$ cat src/rtl/substitution_layer_seq_pkg.sv
// Shared ASCON types and S-box tables for the sequential substitution layer.
package ascon_pack;

  typedef logic [4:0][63:0] type_state;

  typedef enum logic [1:0] {IDLE, RUN, DONE} type_subst_fsm;

  localparam logic [4:0] SBOX_C [32] = '{
    5'h04, 5'h0b, 5'h1f, 5'h14, 5'h1a, 5'h15, 5'h09, 5'h02,
    5'h1b, 5'h05, 5'h08, 5'h12, 5'h1d, 5'h03, 5'h06, 5'h1c,
    5'h1e, 5'h13, 5'h07, 5'h0e, 5'h00, 5'h0d, 5'h11, 5'h18,
    5'h10, 5'h0c, 5'h01, 5'h19, 5'h16, 5'h0a, 5'h0f, 5'h17
  };

  localparam logic [4:0] SBOX_INV_C [32] = '{
    5'h14, 5'h1a, 5'h07, 5'h0d, 5'h00, 5'h09, 5'h0e, 5'h12,
    5'h0a, 5'h06, 5'h1d, 5'h01, 5'h19, 5'h15, 5'h13, 5'h1e,
    5'h18, 5'h16, 5'h0b, 5'h11, 5'h03, 5'h05, 5'h1c, 5'h1f,
    5'h17, 5'h1b, 5'h04, 5'h08, 5'h0f, 5'h0c, 5'h10, 5'h02
  };

endpackage

$ cat src/rtl/substitution_layer_seq_sbox5.sv
// 5-bit ASCON S-box lookup; inv selects the inverse table.
module ascon_sbox5
  import ascon_pack::*;
(
  input  logic       inv,
  input  logic [4:0] x,
  output logic [4:0] y
);

  assign y = inv ? SBOX_INV_C[x] : SBOX_C[x];

endmodule

$ cat src/rtl/substitution_layer_seq.sv
// Sequential ASCON p_S: COLS_PER_CYCLE columns substituted per clock, done pulse at the end.
// Optional macro SUBST_LAYER_INV_EN adds inv_i to select the inverse S-box.
module substitution_layer_seq
  import ascon_pack::*;
#(
  parameter int COLS_PER_CYCLE = 4
) (
  input  logic      clock_i,
  input  logic      reset_i,
  input  logic      start_i,
`ifdef SUBST_LAYER_INV_EN
  input  logic      inv_i,
`endif
  input  type_state state_i,
  output type_state state_o,
  output logic      busy_o,
  output logic      done_o
);

  localparam int W         = COLS_PER_CYCLE;
  localparam int NB_CHUNKS = 64 / COLS_PER_CYCLE;
  localparam int CNT_W     = (NB_CHUNKS > 1) ? $clog2(NB_CHUNKS) : 1;

  if (!(W == 1 || W == 2 || W == 4 || W == 8 || W == 16 || W == 32 || W == 64)) begin : g_bad_cols
    $error("substitution_layer_seq: COLS_PER_CYCLE must be a power of two in 1..64");
  end

  type_subst_fsm      fsm_q, fsm_d;
  logic [CNT_W-1:0]   cnt;
  logic               last_chunk;
  logic               inv_sel;
  logic [4:0][W-1:0]  chunk_in;
  logic [4:0][W-1:0]  chunk_out;

`ifdef SUBST_LAYER_INV_EN
  logic inv_q;
  assign inv_sel = inv_q;
`else
  assign inv_sel = 1'b0;
`endif

  assign last_chunk = (cnt == CNT_W'(NB_CHUNKS - 1));

  // Column mux: rows of the chunk currently addressed by cnt
  always_comb begin
    for (int r = 0; r < 5; r++) begin
      chunk_in[r] = state_o[r][int'(cnt) * W +: W];
    end
  end

  for (genvar i = 0; i < W; i++) begin : g_lane
    logic [4:0] col_x;
    logic [4:0] col_y;
    assign col_x = {chunk_in[0][i], chunk_in[1][i], chunk_in[2][i], chunk_in[3][i], chunk_in[4][i]};
    ascon_sbox5 u_sbox (
      .inv (inv_sel),
      .x   (col_x),
      .y   (col_y)
    );
    assign chunk_out[0][i] = col_y[4];
    assign chunk_out[1][i] = col_y[3];
    assign chunk_out[2][i] = col_y[2];
    assign chunk_out[3][i] = col_y[1];
    assign chunk_out[4][i] = col_y[0];
  end

  always_comb begin
    fsm_d  = fsm_q;
    busy_o = 1'b0;
    done_o = 1'b0;
    case (fsm_q)
      IDLE: if (start_i) fsm_d = RUN;
      RUN: begin
        busy_o = 1'b1;
        if (last_chunk) fsm_d = DONE;
      end
      DONE: begin
        done_o = 1'b1;
        fsm_d  = IDLE;
      end
      default: fsm_d = IDLE;
    endcase
  end

  // Working register: loaded on accept, then rewritten one chunk per edge
  always_ff @(posedge clock_i or posedge reset_i) begin
    if (reset_i) begin
      fsm_q   <= IDLE;
      cnt     <= '0;
      state_o <= '0;
`ifdef SUBST_LAYER_INV_EN
      inv_q   <= 1'b0;
`endif
    end else begin
      fsm_q <= fsm_d;
      case (fsm_q)
        IDLE: begin
          if (start_i) begin
            state_o <= state_i;
            cnt     <= '0;
`ifdef SUBST_LAYER_INV_EN
            inv_q   <= inv_i;
`endif
          end
        end
        RUN: begin
          for (int r = 0; r < 5; r++) begin
            state_o[r][int'(cnt) * W +: W] <= chunk_out[r];
          end
          cnt <= last_chunk ? '0 : cnt + 1'b1;
        end
        default: ;
      endcase
    end
  end

endmodule

$ cat config.mk
export PLATFORM = sky130hd
export DESIGN_NAME = substitution_layer_seq
export DESIGN_NICKNAME = d
export VERILOG_FILES = /design/src/rtl/substitution_layer_seq_pkg.sv /design/src/rtl/substitution_layer_seq_sbox5.sv /design/src/rtl/substitution_layer_seq.sv
export SDC_FILE = /design/constraint.sdc
export NUM_CORES = 1
export LEC_CHECK = 0
export CORE_AREA = 2 2 251 253
export DETAILED_ROUTE_END_ITERATION = 12
export DIE_AREA = 0 0 253 255
export DONT_BUFFER_PORTS = 1
export PLACE_DENSITY_LB_ADDON = 0.12
export RECOVER_POWER = 100
export SYNTH_ARGS = -nofsm -noshare
export SYNTH_HDL_FRONTEND = slang
export SYNTH_SLANG_ARGS = --single-unit
$ cat constraint.sdc
create_clock -name clock_i -period 13.3 [get_ports clock_i]
set_input_delay 1.33 -clock clock_i [delete_from_list [all_inputs] [get_ports clock_i]]
set_output_delay 1.33 -clock clock_i [all_outputs]
set_load 0.005 [all_outputs]
==> flow_summary_export.csv <==
group,metric,value,unit
status,status,"finished with violations",
status,violations,"max-capacitance violations, max-slew violations",
clock_network,cts_resized,0,
min_path,min-delay-start,"state_o[266]$_DFFE_PP0P_",
setup_path,setup.worst_path.start_class,"flip-flop",
setup_path,slowest_delay,2.16,ns
timing,setup_ws,5.53,ns
routing,wl_per_cell,39.3,um
setup_path,critPathRequiredTime,13.77,ns
synthesis,synth_edf_count,0,
floorplan,die_h,255,um
run,max_cap_viol_count,8,
synthesis,syn_nets,2386,
synthesis,netlist_instances,2050,
setup_path,crit_slowest_cell,"clkbuf_1",
clock_network,h-tree-depth,2,
placement,post-place-ws,8.30,ns
synthesis,synthAdderAreaFrac,1.23,%
routing,firstDrtPassIters,9,
placement,gp_congestion,0.869,
setup_path,reg2regPathDepth,10,
timing,finalCriticalPeriod,7.77,ns
routing,vias,17700,
synthesis,synth_flop_cell,"dfrtp_1",
timing,worst_pin_slew,5.61,ns
setup_path,criticalPathCategory,"flip-flop to flip-flop",
clock_network,postCtsHoldBufs,0,
setup_path,end_kind,"flip-flop",
floorplan,die-area,64500,um^2
synthesis,synth_compound_area_share,23.6,%
clock_network,cts_buffers,42,
routing,drtAntennaViolNets,0,
timing,slew_viol_final,359,
min_path,min_path_cells,2,
clock_network,postCtsSetupRepairBufs,0,
grt,grt-ovfl-total,0,
timing,setup_viol,0,
clock_network,clk_latency,0.59,ns
clock_network,path_clk_slew,0.06,ns
min_path,holdPathEnd,"state_o[266]$_DFFE_PP0P_",
floorplan,die_w,253,um
floorplan,io_pins,645,
grt,antenna_found_initial,12,
setup_path,worstPathCellList,"clkbuf_1, inv_1, clkbuf_1, mux2i_1, nand2_1, nand2_1, ha_1, o2bb2ai_1, xor2_1, a211oi_1",
clock_network,cts_root_buf,"clkbuf_16",
clock_network,clock-sinks,326,
routing,vias_per_cell,6.37,
synthesis,synth_simple_gate_area_share,13.6,%
setup_path,worstReg2RegStart,"cnt[0]$_DFFE_PP0P_",
finish,nets,2280,
timing,max_slew_margin,-274,%
floorplan,rows,92,
floorplan,initial_core_util,30.8,%
setup_path,path_max_fanout,40,
setup_path,arrival,8.24,ns
setup_path,crit_family,"buffers and inverters",
routing,drt_drc_violations_left,0,
synthesis,synthXorXnorAreaFrac,1.33,%
synthesis,syn_area,19100,um^2
placement,place_hpwl,79600,um
grt,grt_pass1_wl,147000,um
synthesis,muxShareOfSynthArea,13.0,%
finish,multi_input_area,10000,um^2
grt,grtUsageTotal,32.8,%
setup_path,critPathBufInv,3,
synthesis,synth.distinct_cells,62,
synthesis,synth-seq-cells,326,
finish,areaGrowthSynthToFinish,9.18,%
timing,fin_worst_skew,0.0305,ns
synthesis,yosysWarnings,0,
finish,seq_area,8170,um^2
finish,final_common_cell,"nor2_1",
clock_network,cts.path.max_buffers,3,
timing,hold_viol,0,
clock_network,cts_tree,"done",
timing,setup_tns,0,ns
grt,grt_start_max_net_pins,150,
timing,max_freq,129,MHz
floorplan,core,62200,um^2
routing,drt_wl_total,109000,um
finish,nFillCells,6434,
grt,grt_pass1_vias,17300,
finish,final_cell_mix,"330 x nor2_1, 323 x dfrtp_1, 279 x a21oi_1",
placement,port_buffers,0,
setup_path,r2r_slack,5.53,ns
min_path,hold_class,"flip-flop to flip-flop",
synthesis,postSynthAreaPerCell,9.33,um^2
synthesis,ys_seq_area_share,42.7,%
setup_path,r2r_end,"state_o[114]$_DFFE_PP0P_",
timing,period_share,58.4,%
synthesis,synth_top_family_by_area,"compound AO/OA/AOI/OAI gates",
routing,drt_iter0_drc,1876,
finish,drive_gt1_share,10.9,%
synthesis,async_reset_ff_share,100,%
timing,rsz0062_at_grt,"no",
[cell families after synthesis]
group | after synthesis
XOR/XNOR | 24
AO/OA/AOI/OAI | 700
multiplexers | 157
AND/OR/NAND/NOR | 630
flip-flops | 326
adder cells (fa/ha/maj) | 20
buffers and inverters | 193
[sequential cells by signal, summed over array words and instances, names as in the netlist]
register / cells
state_o: 320
cnt: 4
fsm_q: 2
[cell type report]
type                    instances  share of cell area [%]
multi-input cells            1531                    48.1
flip-flops and latches        326                    39.1
clock buffers                  65                    6.17
well taps                     799                    4.79
repair buffers                 32                    1.14
clock inverters                 8                   0.437
inverters                      11                   0.204
diodes                          4                  0.0479
[worst reg2reg max path, delay by kind of cell, from the launching register on]
kind / cells / cell delay [ns]
compound gates: 2 / 1.73
xor+xnor: 1 / 0.61
fa+ha+maj: 1 / 0.28
buf+inv: 3 / 3.36
flops: 1 / 0.36
mux: 1 / 1.10
simple gates: 2 / 0.25
[Yosys cell counts, drive strengths merged, types with 18 or more instances]
cell type | number | area, um^2
mux4 | 68 | 1530
xnor2 | 18 | 188
mux2i | 71 | 736
mux2 | 18 | 210
nand3 | 23 | 120
o21ai | 65 | 359
nor2 | 340 | 1280
o22ai | 33 | 206
dfrtp | 326 | 8160
nand2 | 198 | 748
buf | 57 | 380
a211oi | 251 | 1910
clkbuf | 125 | 469
a21oi | 279 | 1400
[per-layer routing]
layer,GRT usage (%),share of wire [%]
met1,39.7,38
met2,53.4,47
met3,10.7,10
met4,14.2,4.7
met5,0,0.065
[worst max-delay path by stage]
stage,startpoint,to,depth (start not counted)
floorplan,reset_i,cnt[0]$_DFFE_PP0P_,1
global placement,cnt[1]$_DFFE_PP0P_,state_o[1]$_DFFE_PP0P_,8
detailed placement,cnt[1]$_DFFE_PP0P_,state_o[103]$_DFFE_PP0P_,10
CTS,cnt[1]$_DFFE_PP0P_,state_o[103]$_DFFE_PP0P_,10
global route,reset_i,state_o[11]$_DFFE_PP0P_,2
finish,cnt[0]$_DFFE_PP0P_,state_o[114]$_DFFE_PP0P_,10
[stage by stage]
stage | std cells | utilization, % | hold slack (ns) | instance area, um^2
CTS | 2772 | 33.8 | 0.608 | 21000
detailed placement | 2699 | 31.6 | 0.600 | 19600
global route | 2776 | 33.6 | 0.629 | 20900
floorplan | 2050 | - | 0.500 | 19100
finish | 2776 | 33.6 | 0.608 | 20900
global placement | 2699 | 31.6 | 0.595 | 19600
Power is not shown: default switching activity piles up to over one toggle a cycle in this logic, so the estimate is an artifact.
